`src/rtl/conv_pkg.sv`:
```
// rtl/conv_pkg.sv - shared state encoding and geometry helpers for the conv layer sequencers
package conv_pkg;

  typedef enum logic [2:0] {
    IDLE   = 3'd0,
    ISSUE  = 3'd1,
    DRAIN  = 3'd2,
    WRITE  = 3'd3,
    FINISH = 3'd4
  } conv_state_t;

  localparam int CONV1_IMG_W = 28;
  localparam int CONV1_KSIZE = 5;

  function automatic int out_w(input int img_w, input int ksize);
    return img_w - ksize + 1;
  endfunction

  function automatic int taps(input int ksize);
    return ksize * ksize;
  endfunction

  // Width of an index that must reach n-1; never narrower than one bit.
  function automatic int addr_w(input int n);
    return (n > 1) ? $clog2(n) : 1;
  endfunction

  localparam int CONV1_OUT_W = out_w(CONV1_IMG_W, CONV1_KSIZE);
  localparam int CONV1_TAPS  = taps(CONV1_KSIZE);

endpackage

```
`src/rtl/conv_window_counter.sv`:
```
// rtl/conv_window_counter.sv - nested kernel-tap (kc/kr) and output-pixel (col/row) counters
module conv_window_counter
  import conv_pkg::*;
#(
  parameter int KSIZE = 5,
  parameter int OUT_W = 24,
  localparam int KW = addr_w(KSIZE),
  localparam int OW = addr_w(OUT_W)
) (
  input  logic          clk,
  input  logic          reset,
  input  logic          clr,
  input  logic          tap_step,
  input  logic          pix_step,
  output logic [KW-1:0] kc,
  output logic [KW-1:0] kr,
  output logic [OW-1:0] col,
  output logic [OW-1:0] row,
  output logic          tap_last,
  output logic          pixel_last
);

  localparam logic [KW-1:0] K_MAX = KW'(KSIZE - 1);
  localparam logic [OW-1:0] O_MAX = OW'(OUT_W - 1);

  logic [KW-1:0] r_kc, r_kr;
  logic [OW-1:0] r_col, r_row;

  // Both counters wrap to zero on their last step, so a finished layer leaves them ready for the next.
  always_ff @(posedge clk or posedge reset) begin
    if (reset) begin
      r_kc  <= '0;
      r_kr  <= '0;
      r_col <= '0;
      r_row <= '0;
    end else if (clr) begin
      r_kc  <= '0;
      r_kr  <= '0;
      r_col <= '0;
      r_row <= '0;
    end else begin
      if (tap_step) begin
        if (r_kc == K_MAX) begin
          r_kc <= '0;
          r_kr <= (r_kr == K_MAX) ? '0 : r_kr + 1'b1;
        end else begin
          r_kc <= r_kc + 1'b1;
        end
      end
      if (pix_step) begin
        if (r_col == O_MAX) begin
          r_col <= '0;
          r_row <= (r_row == O_MAX) ? '0 : r_row + 1'b1;
        end else begin
          r_col <= r_col + 1'b1;
        end
      end
    end
  end

  assign kc         = r_kc;
  assign kr         = r_kr;
  assign col        = r_col;
  assign row        = r_row;
  assign tap_last   = (r_kr == K_MAX) && (r_kc == K_MAX);
  assign pixel_last = (r_row == O_MAX) && (r_col == O_MAX);

endmodule

```
`src/rtl/conv1_layer_sequencer.sv`:
```
// rtl/conv1_layer_sequencer.sv - walks one valid 2D conv layer: tap reads, MAC strobes, result handoff
module conv1_layer_sequencer
  import conv_pkg::*;
#(
  parameter int IMG_W   = CONV1_IMG_W,
  parameter int KSIZE   = CONV1_KSIZE,
  parameter int NUM_CH  = 2,
  parameter int MEM_LAT = 1,
  localparam int OUT_W  = out_w(IMG_W, KSIZE),
  localparam int IAW    = addr_w(IMG_W * IMG_W),
  localparam int WAW    = addr_w(taps(KSIZE)),
  localparam int OAW    = addr_w(OUT_W * OUT_W)
) (
  input  logic           clk,
  input  logic           reset,
  input  logic           start,
  output logic           busy,
  output logic           done,
  output logic           img_rd_en,
  output logic [IAW-1:0] img_rd_addr,
  output logic [WAW-1:0] w_rd_addr,
  output logic           mac_en,
  output logic           mac_clr,
  output logic           wr_valid,
  input  logic           wr_ready,
  output logic [OAW-1:0] wr_addr
);

  localparam int KW = addr_w(KSIZE);
  localparam int OW = addr_w(OUT_W);
  localparam int DW = addr_w(MEM_LAT);

  if (MEM_LAT < 1 || NUM_CH < 1) begin : g_param_check
    $error("conv1_layer_sequencer: MEM_LAT and NUM_CH must be at least 1");
  end

  conv_state_t        r_state;
  logic               r_busy, r_done, r_img_rd_en, r_wr_valid;
  logic [DW-1:0]      r_drain;
  logic [MEM_LAT-1:0] r_en_sr, r_clr_sr;

  logic [KW-1:0] w_kc, w_kr;
  logic [OW-1:0] w_col, w_row;
  logic          w_tap_last, w_pixel_last;
  logic          w_accept, w_tap_step, w_pix_step, w_tap0;

  assign w_accept   = ((r_state == IDLE) || (r_state == FINISH)) && start;
  assign w_tap_step = (r_state == ISSUE);
  assign w_pix_step = (r_state == WRITE) && wr_ready;
  assign w_tap0     = (w_kr == '0) && (w_kc == '0);

  conv_window_counter #(
    .KSIZE(KSIZE),
    .OUT_W(OUT_W)
  ) u_win (
    .clk       (clk),
    .reset     (reset),
    .clr       (w_accept),
    .tap_step  (w_tap_step),
    .pix_step  (w_pix_step),
    .kc        (w_kc),
    .kr        (w_kr),
    .col       (w_col),
    .row       (w_row),
    .tap_last  (w_tap_last),
    .pixel_last(w_pixel_last)
  );

  always_ff @(posedge clk or posedge reset) begin
    if (reset) begin
      r_state     <= IDLE;
      r_busy      <= 1'b0;
      r_done      <= 1'b0;
      r_img_rd_en <= 1'b0;
      r_wr_valid  <= 1'b0;
      r_drain     <= '0;
    end else begin
      case (r_state)
        IDLE, FINISH: begin
          if (start) begin
            r_state     <= ISSUE;
            r_busy      <= 1'b1;
            r_done      <= 1'b0;
            r_img_rd_en <= 1'b1;
          end
        end
        ISSUE: begin
          if (w_tap_last) begin
            r_state     <= DRAIN;
            r_img_rd_en <= 1'b0;
            r_drain     <= '0;
          end
        end
        DRAIN: begin
          // Wait out the read latency so the final tap's mac_en lands before wr_valid.
          if (r_drain == DW'(MEM_LAT - 1)) begin
            r_state    <= WRITE;
            r_wr_valid <= 1'b1;
          end else begin
            r_drain <= r_drain + 1'b1;
          end
        end
        WRITE: begin
          if (wr_ready) begin
            r_wr_valid <= 1'b0;
            if (w_pixel_last) begin
              r_state <= FINISH;
              r_busy  <= 1'b0;
              r_done  <= 1'b1;
            end else begin
              r_state     <= ISSUE;
              r_img_rd_en <= 1'b1;
            end
          end
        end
        default: begin
          r_state     <= IDLE;
          r_busy      <= 1'b0;
          r_done      <= 1'b0;
          r_img_rd_en <= 1'b0;
          r_wr_valid  <= 1'b0;
        end
      endcase
    end
  end

  always_ff @(posedge clk or posedge reset) begin
    if (reset) begin
      r_en_sr  <= '0;
      r_clr_sr <= '0;
    end else begin
      r_en_sr[0]  <= r_img_rd_en;
      r_clr_sr[0] <= r_img_rd_en && w_tap0;
      for (int i = 1; i < MEM_LAT; i++) begin
        r_en_sr[i]  <= r_en_sr[i-1];
        r_clr_sr[i] <= r_clr_sr[i-1];
      end
    end
  end

  assign img_rd_addr = (IAW'(w_row) + IAW'(w_kr)) * IAW'(IMG_W) + IAW'(w_col) + IAW'(w_kc);
  assign w_rd_addr   = WAW'(w_kr) * WAW'(KSIZE) + WAW'(w_kc);
  assign wr_addr     = OAW'(w_row) * OAW'(OUT_W) + OAW'(w_col);

  assign busy      = r_busy;
  assign done      = r_done;
  assign img_rd_en = r_img_rd_en;
  assign wr_valid  = r_wr_valid;
  assign mac_en    = r_en_sr[MEM_LAT-1];
  assign mac_clr   = r_clr_sr[MEM_LAT-1];

endmodule

```
`config.mk`:
```
export PLATFORM = sky130hd
export DESIGN_NAME = conv1_layer_sequencer
export DESIGN_NICKNAME = d
export VERILOG_FILES = /design/src/rtl/conv_pkg.sv /design/src/rtl/conv_window_counter.sv /design/src/rtl/conv1_layer_sequencer.sv
export SDC_FILE = /design/constraint.sdc
export NUM_CORES = 1
export LEC_CHECK = 0
export ABC_AREA = 1
export CORE_MARGIN = 2
export CORE_UTILIZATION = 56
export DETAILED_ROUTE_END_ITERATION = 8
export GPL_TIMING_DRIVEN = 0
export PLACE_DENSITY = 0.81
export SLEW_MARGIN = 10
export SYNTH_ARGS = -nofsm -noshare
export SYNTH_HDL_FRONTEND = slang
export SYNTH_SLANG_ARGS = --single-unit
```
`constraint.sdc`:
```
create_clock -name clk -period 6.4 [get_ports clk]
set_input_delay 1.6 -clock clk [delete_from_list [all_inputs] [get_ports clk]]
set_output_delay 1.6 -clock clk [all_outputs]
set_load 0.01 [all_outputs]
```
==> results by group, run 1 <==
Status
  – Status: finished clean

Synth
  – Number of enable flip-flop cells after synthesis: 0
  – Flop and latch count out of synthesis: 25
  – Largest family of logic cells by synthesized area: adder cells
  – Mux cell area share after synthesis: 0%
  – Unique cell type count in the Yosys netlist: 27
  – Synth Area in XOR/XNOR: 6.247%
  – Register area share after synthesis: 23.49%
  – Adder-Cell Fraction of Synth Area: between 20% and 30%
  – Syn Area/Cell: approximately 7.5 sq um
  – Area leader, netlist: dfrtp_1
  – Net Count, Synth: 412
  – Simple-gate share of the synthesized area: approximately a quarter
  – Post-synth top area share: 23.49%
  – Ys flop type: dfrtp_1
  – Synthesized area: 2664 sq um
  – Post-synthesis async set-or-reset flop share: 100.0%
  – Top post-synthesis cells by area: dfrtp_1, ha_1, nand2_1
  – Synth warn: 0
  – Cells after Synth: 357
  – Most frequent cell after synthesis: nand2_1
  – Complex-gate fraction of the synthesized area: just over 8%
  – Top cells by count, synth: nand2_1, inv_1, ha_1, nand3_1, dfrtp_1

Clock tree
  – Clk slew on worst S/H paths: 90 ps
  – H-tree depth: 1
  – Cts-stage hold buffer count: 0
  – CTS tree: built
  – Clk_lat worst skew: roughly 270 ps
  – Longest Clk Path Bufs: 2
  – Sink Count: 25
  – Setup repair bufs after CTS: 0
  – TritonCTS buffer count: 3
  – Root Driver: clkbuf_8
  – Post-CTS Resized: 0

Placed design
  – DP Area: a little over 3000 sq um
  – Routability cong.: between 0.8 and 0.9
  – DP HPWL: roughly 4300 um
  – Port Buf Inserts: 34

Cells and area
  – Final-stage net count: approximately 450
  – Layout cell share with drive strength beyond 1: 3.797%
  – Antenna cells: 0
  – Area Growth Syn to Fin: 17.14%
  – Final instance area: ~3100 sq um

Floorplanning
  – Die Width: between 70 and 80 um
  – Die area: 5325 sq um
  – Initial core utilization: a little under three fifths
  – Std cell rows: 25
  – Core footprint: about 4700 sq um
  – IO Pins: 35
  – Die Span Y: roughly 73 um

GRT
  – Vias in the first global route: between 2,000 and 2,500
  – Largest net degree at the start of global routing: 26
  – First-pass GRT wire length: approximately 9100 um
  – Overflow after GRT: 0
  – Total GRT Usage: a little over a fifth
  – Antenna violations before repair: 0

Detailed routing
  – Detailed-route wire length per cell: 11.55 um
  – Final WL: between 5000 and 6000 um
  – DR vias/cell: approximately 5.3
  – DRC: 0
  – Vias: between 2,000 and 2,500
  – DRT Pass-1 Iters: 4
  – Starting DRT DRC Count: 81
  – ANT nets after route: 0

Timing
  – Final Hold Vio Count: 0
  – Tcrit/Tclk final: between 90% and 100%
  – Post-route setup TNS: 0 ps
  – Final hold slack: about 450 ps
  – Slew Viols, Final: 0
  – RSZ-0062 raised after global routing: false
  – Peak Freq: 165.4 MHz
  – Tmin final: 6048 ps
  – Worst-Margin Slew: 969.6 ps
  – Worst Skew: about 5.1 ps
  – Slew Limit Headroom: 35.29%
  – Endpoints failing setup: 0

Critical path
  – Worst path arrival time: ~4500 ps
  – Crit path capture type: output port
  – Kind of critical path: flop to output port
  – CP Max Fanout: 6
  – Startpoint types: flop
  – Critical Path RT: approximately 4800 ps

Flow run
  – Max_cap viols: 0

Min path
  – Hold Crit Class: flop to flop
==> layout make-up <==
cell class                 count  area, sq um
buffer                         4        33.78
clock buffer                   3        41.29
clock inverter                 1        7.507
fill                         411         1540
inverter                      62        235.2
multi-input combinational    266         1769
sequential                    25        625.6
tap                           54        67.56
timing repair buffer          34        340.3
==> kinds of logic after synthesis <==
family | count (synthesis)
XOR/XNOR | 19
buffers and inverters | 66
AO/OA/AOI/OAI | 39
flip-flops | 25
AND/OR/NAND/NOR | 157
adder cells (fa/ha/maj) | 51
==> flip-flops by register name, indices dropped and copies added (netlist names) <==
name,cells
done,1
r_state,3
u_win.row,5
u_win.kr,3
busy,1
wr_valid,1
mac_clr,1
u_win.col,5
u_win.kc,3
mac_en,1
img_rd_en,1
==> cells in the final DEF, fill, tap and decap left out, types with 2 or more instances in the layout <==
cell / instances
nand2_1: 87
inv_1: 61
ha_1: 43
nand3_1: 34
clkdlybuf4s50_1: 34
dfrtp_1: 25
nor2_1: 21
o21ai_0: 17
a21oi_1: 14
xor2_1: 13
nand4_1: 8
fa_1: 8
xnor2_1: 6
buf_4: 3
clkbuf_8: 3
nand3b_1: 2
o21ai_1: 2
a21boi_0: 2
==> metrics by stage <==
stage | utilization, % | setup slack, ps | cells
2_1_floorplan | - | 1382 | 357
3_3_place_gp | 65.91 | 651.3 | 445
3_5_place_dp | 65.91 | 650.0 | 445
4_1_cts | 66.95 | 336.7 | 449
5_1_grt | 66.95 | 96.57 | 449
6_report | 66.95 | 352.4 | 449
==> worst max-delay path, stage by stage, from the launching register on <==
cell	delay (ps)
dfrtp_1	470
ha_1	230
inv_1	60
fa_1	410
xnor2_1	370
fa_1	490
ha_1	260
fa_1	470
ha_1	360
nand3_1	110
nor2_1	110
nor2_1	40
nor2_1	120
nand3_1	80
nand2_1	60
clkdlybuf4s50_1	520
==> path summary, 6_finish.rpt <==
path | start | end | slack (ps) | cells after the start
setup / recovery | u_win.row[0] | img_rd_addr[9] | 350 | 15
hold / removal | img_rd_en | mac_en | 450 | 0
setup reg to reg | u_win.kr[1] | img_rd_en | 4710 | 9
hold reg to reg | img_rd_en | mac_en | 450 | 0
max in group asynchronous | reset | u_win.row[0] | 3950 | 2
min in group asynchronous | reset | r_state[1] | 1860 | 2
==> routing by layer <==
metal | vias to the layer above | GRT usage [%] | share of wire [%]
met1 | 1099 | 26.71 | 46
met4 | 0 | 4.527 | 0.58
li1 | 1231 | - | -
met3 | 4 | 0.8287 | 2.1
met5 | - | 0 | 0
met2 | 37 | 39.29 | 51
Power of run 1 is not shown: default switching activity piles up to over one toggle a cycle in this logic, so the estimate is an artifact.
==> inputs of run 2 (changes only) <==
--- a/config.mk
+++ b/config.mk
@@ -7,10 +7,10 @@
 export LEC_CHECK = 0
 export ABC_AREA = 1
 export CORE_MARGIN = 2
-export CORE_UTILIZATION = 56
+export CORE_UTILIZATION = 51
 export DETAILED_ROUTE_END_ITERATION = 8
 export GPL_TIMING_DRIVEN = 0
-export PLACE_DENSITY = 0.81
+export PLACE_DENSITY = 0.78
 export SLEW_MARGIN = 10
 export SYNTH_ARGS = -nofsm -noshare
 export SYNTH_HDL_FRONTEND = slang
==> constraint.sdc (replaced) <==
create_clock -name clk -period 5.01 [get_ports clk]
set_input_delay 1.2525 -clock clk [delete_from_list [all_inputs] [get_ports clk]]
set_output_delay 1.2525 -clock clk [all_outputs]
set_load 0.01 [all_outputs]
==> run 2 against run 1 <==
Worst hold slack better by 4.5 ps. Critical path type unchanged. Routed wire length up 9.4%. Core utilization down 1.8 points.
==> results by group, run 2 (synthesis gave the netlist of run 1 again) <==
Clock tree
  – CTS tree: built
  – Cts-stage hold buffer count: 0
  – TritonCTS buffer count: 3
  – Clk_lat worst skew: 270 ps
  – H-tree depth: 1
  – Clk slew on worst S/H paths: ~80 ps
  – Longest Clk Path Bufs: 2
  – Sink Count: 25
  – Root Driver: clkbuf_8

Cells and area
  – Most frequent cells in the layout: nand2_1, inv_1, ha_1
  – Final instance area: about 3300 sq um
  – Area Growth Syn to Fin: 24.10%
  – Final-stage net count: approximately 460
  – Final Core Density: roughly two thirds
  – # fillers: between 400 and 500
  – Commonest non-fill, non-tap cell in the layout: nand2_1
  – Final Non-Filler Cells: approximately 470
  – Layout cell share with drive strength beyond 1: between 10% and 20%
  – Antenna cells: 0

Placed design
  – DP HPWL: 4352 um
  – Placed Cells: ~460
  – DP Area: 3092 sq um
  – Routability cong.: approximately 0.85
  – Port Buf Inserts: 34

Detailed routing
  – Routed met2 length: 2982 um
  – DR vias/cell: 5.138
  – ANT nets after route: 0
  – Top Metal Used: met4
  – WL met3: approximately 120 um
  – Detailed-route wire length per cell: 12.01 um
  – Final WL: 5671 um
  – DRT Pass-1 Iters: 4
  – DRC: 0
  – Vias: between 2,000 and 2,500
  – Routed length on met1: 2509 um
  – Starting DRT DRC Count: 94

Floorplanning
  – Die Span Y: around 76 um
  – Core footprint: 5075 sq um
  – Die area: ~5800 sq um
  – Std cell rows: 26
  – Initial core utilization: around 52%
  – Die Width: approximately 76 um
  – IO Pins: 35

Flow run
  – Max_cap viols: 0

Min path
  – Hold Crit Class: flop to flop

Timing
  – Peak Freq: roughly 200 MHz
  – Final Hold Vio Count: 0
  – Slew Viols, Final: 0
  – Tcrit/Tclk final: a little over nine tenths
  – Worst Skew: 2.859 ps
  – RSZ-0062 raised after global routing: true
  – Slew Limit Headroom: 37.30%
  – Endpoints failing setup: 0
  – Worst-Margin Slew: around 940 ps
  – Post-route setup TNS: 0 ps
  – Tmin final: a little under 5000 ps

GRT
  – Antenna violations before repair: 0
  – Overflow after GRT: 0
  – Vias in the first global route: 2,333
  – Total GRT Usage: between 15 and 20%
  – Largest net degree at the start of global routing: 26
  – First-pass GRT wire length: ~9800 um

Critical path
  – Critical Path Most Common Cell: ha_4
  – Crit path cell chain: ha_4, inv_2, fa_2, inv_2, fa_2, ha_4, ha_4, ha_4, buf_4, xor2_1, clkdlybuf4s50_1
  – Crit path capture type: output port
  – CP Max Fanout: 4
  – Critical Path RT: about 3800 ps
  – Kind of critical path: flop to output port
  – Worst path arrival time: between 3000 and 4000 ps
  – Slowest stage delay, CP: ~600 ps
  – Slowest CP cell: fa_2
  – Startpoint types: flop

Status
  – Status: finished clean
==> run 2: layer usage <==
metal	up-vias	global-route usage [%]
met4	0	4.545
met5	-	0
met3	6	1.185
li1	1233	-
met1	1145	25.17
met2	41	36.55
==> run 2: worst paths after layout <==
check	startpoint	endpoint	slack [ps]	cells past startpoint
min in group asynchronous	reset	busy	1490	2
max in group asynchronous	reset	u_win.row[0]	2890	2
min reg2reg	img_rd_en	mac_en	460	0
min	img_rd_en	mac_en	460	0
max	u_win.kr[0]	img_rd_addr[4]	120	11
max reg2reg	u_win.kr[0]	img_rd_en	3240	10
==> run 2: worst max-delay path, delay by kind of cell (launching register included) <==
kind / cells / cell delay [ps]
fa+ha+maj: 6 / 2060
buf+inv: 4 / 750
flops: 1 / 420
xor+xnor: 1 / 120
==> run 2: per-stage QoR <==
step / hold slack (ps) / worst slack [ps]
2_1_floorplan: 453.7 / 339.3
3_3_place_gp: 430.7 / -366.9
3_5_place_dp: 432.6 / -554.0
4_1_cts: 452.1 / 7.624
5_1_grt: 473.5 / -28.27
6_report: 457.6 / 122.5
==> run 2: what timing repair did <==
item / CTS / global route
setup buffers: 4 / 3
gates resized for setup: 23 / 20
endpoints found under the hold margin: 0 / 0
setup endpoints to repair: 6 / 4
pin swaps: 4 / 11
==> run 2: area by class of cell <==
cell class / instances / area [sq um] / area share, %
inverters: 62 / 235.2 / 7.116
clock buffers: 4 / 45.04 / 1.363
flip-flops and latches: 25 / 630.6 / 19.08
multi-input cells: 266 / 1902 / 57.53
repair buffers: 41 / 371.6 / 11.24
plain buffers: 4 / 33.78 / 1.022
well taps: 70 / 87.58 / 2.650
Power of run 2 is left out for the same reason.
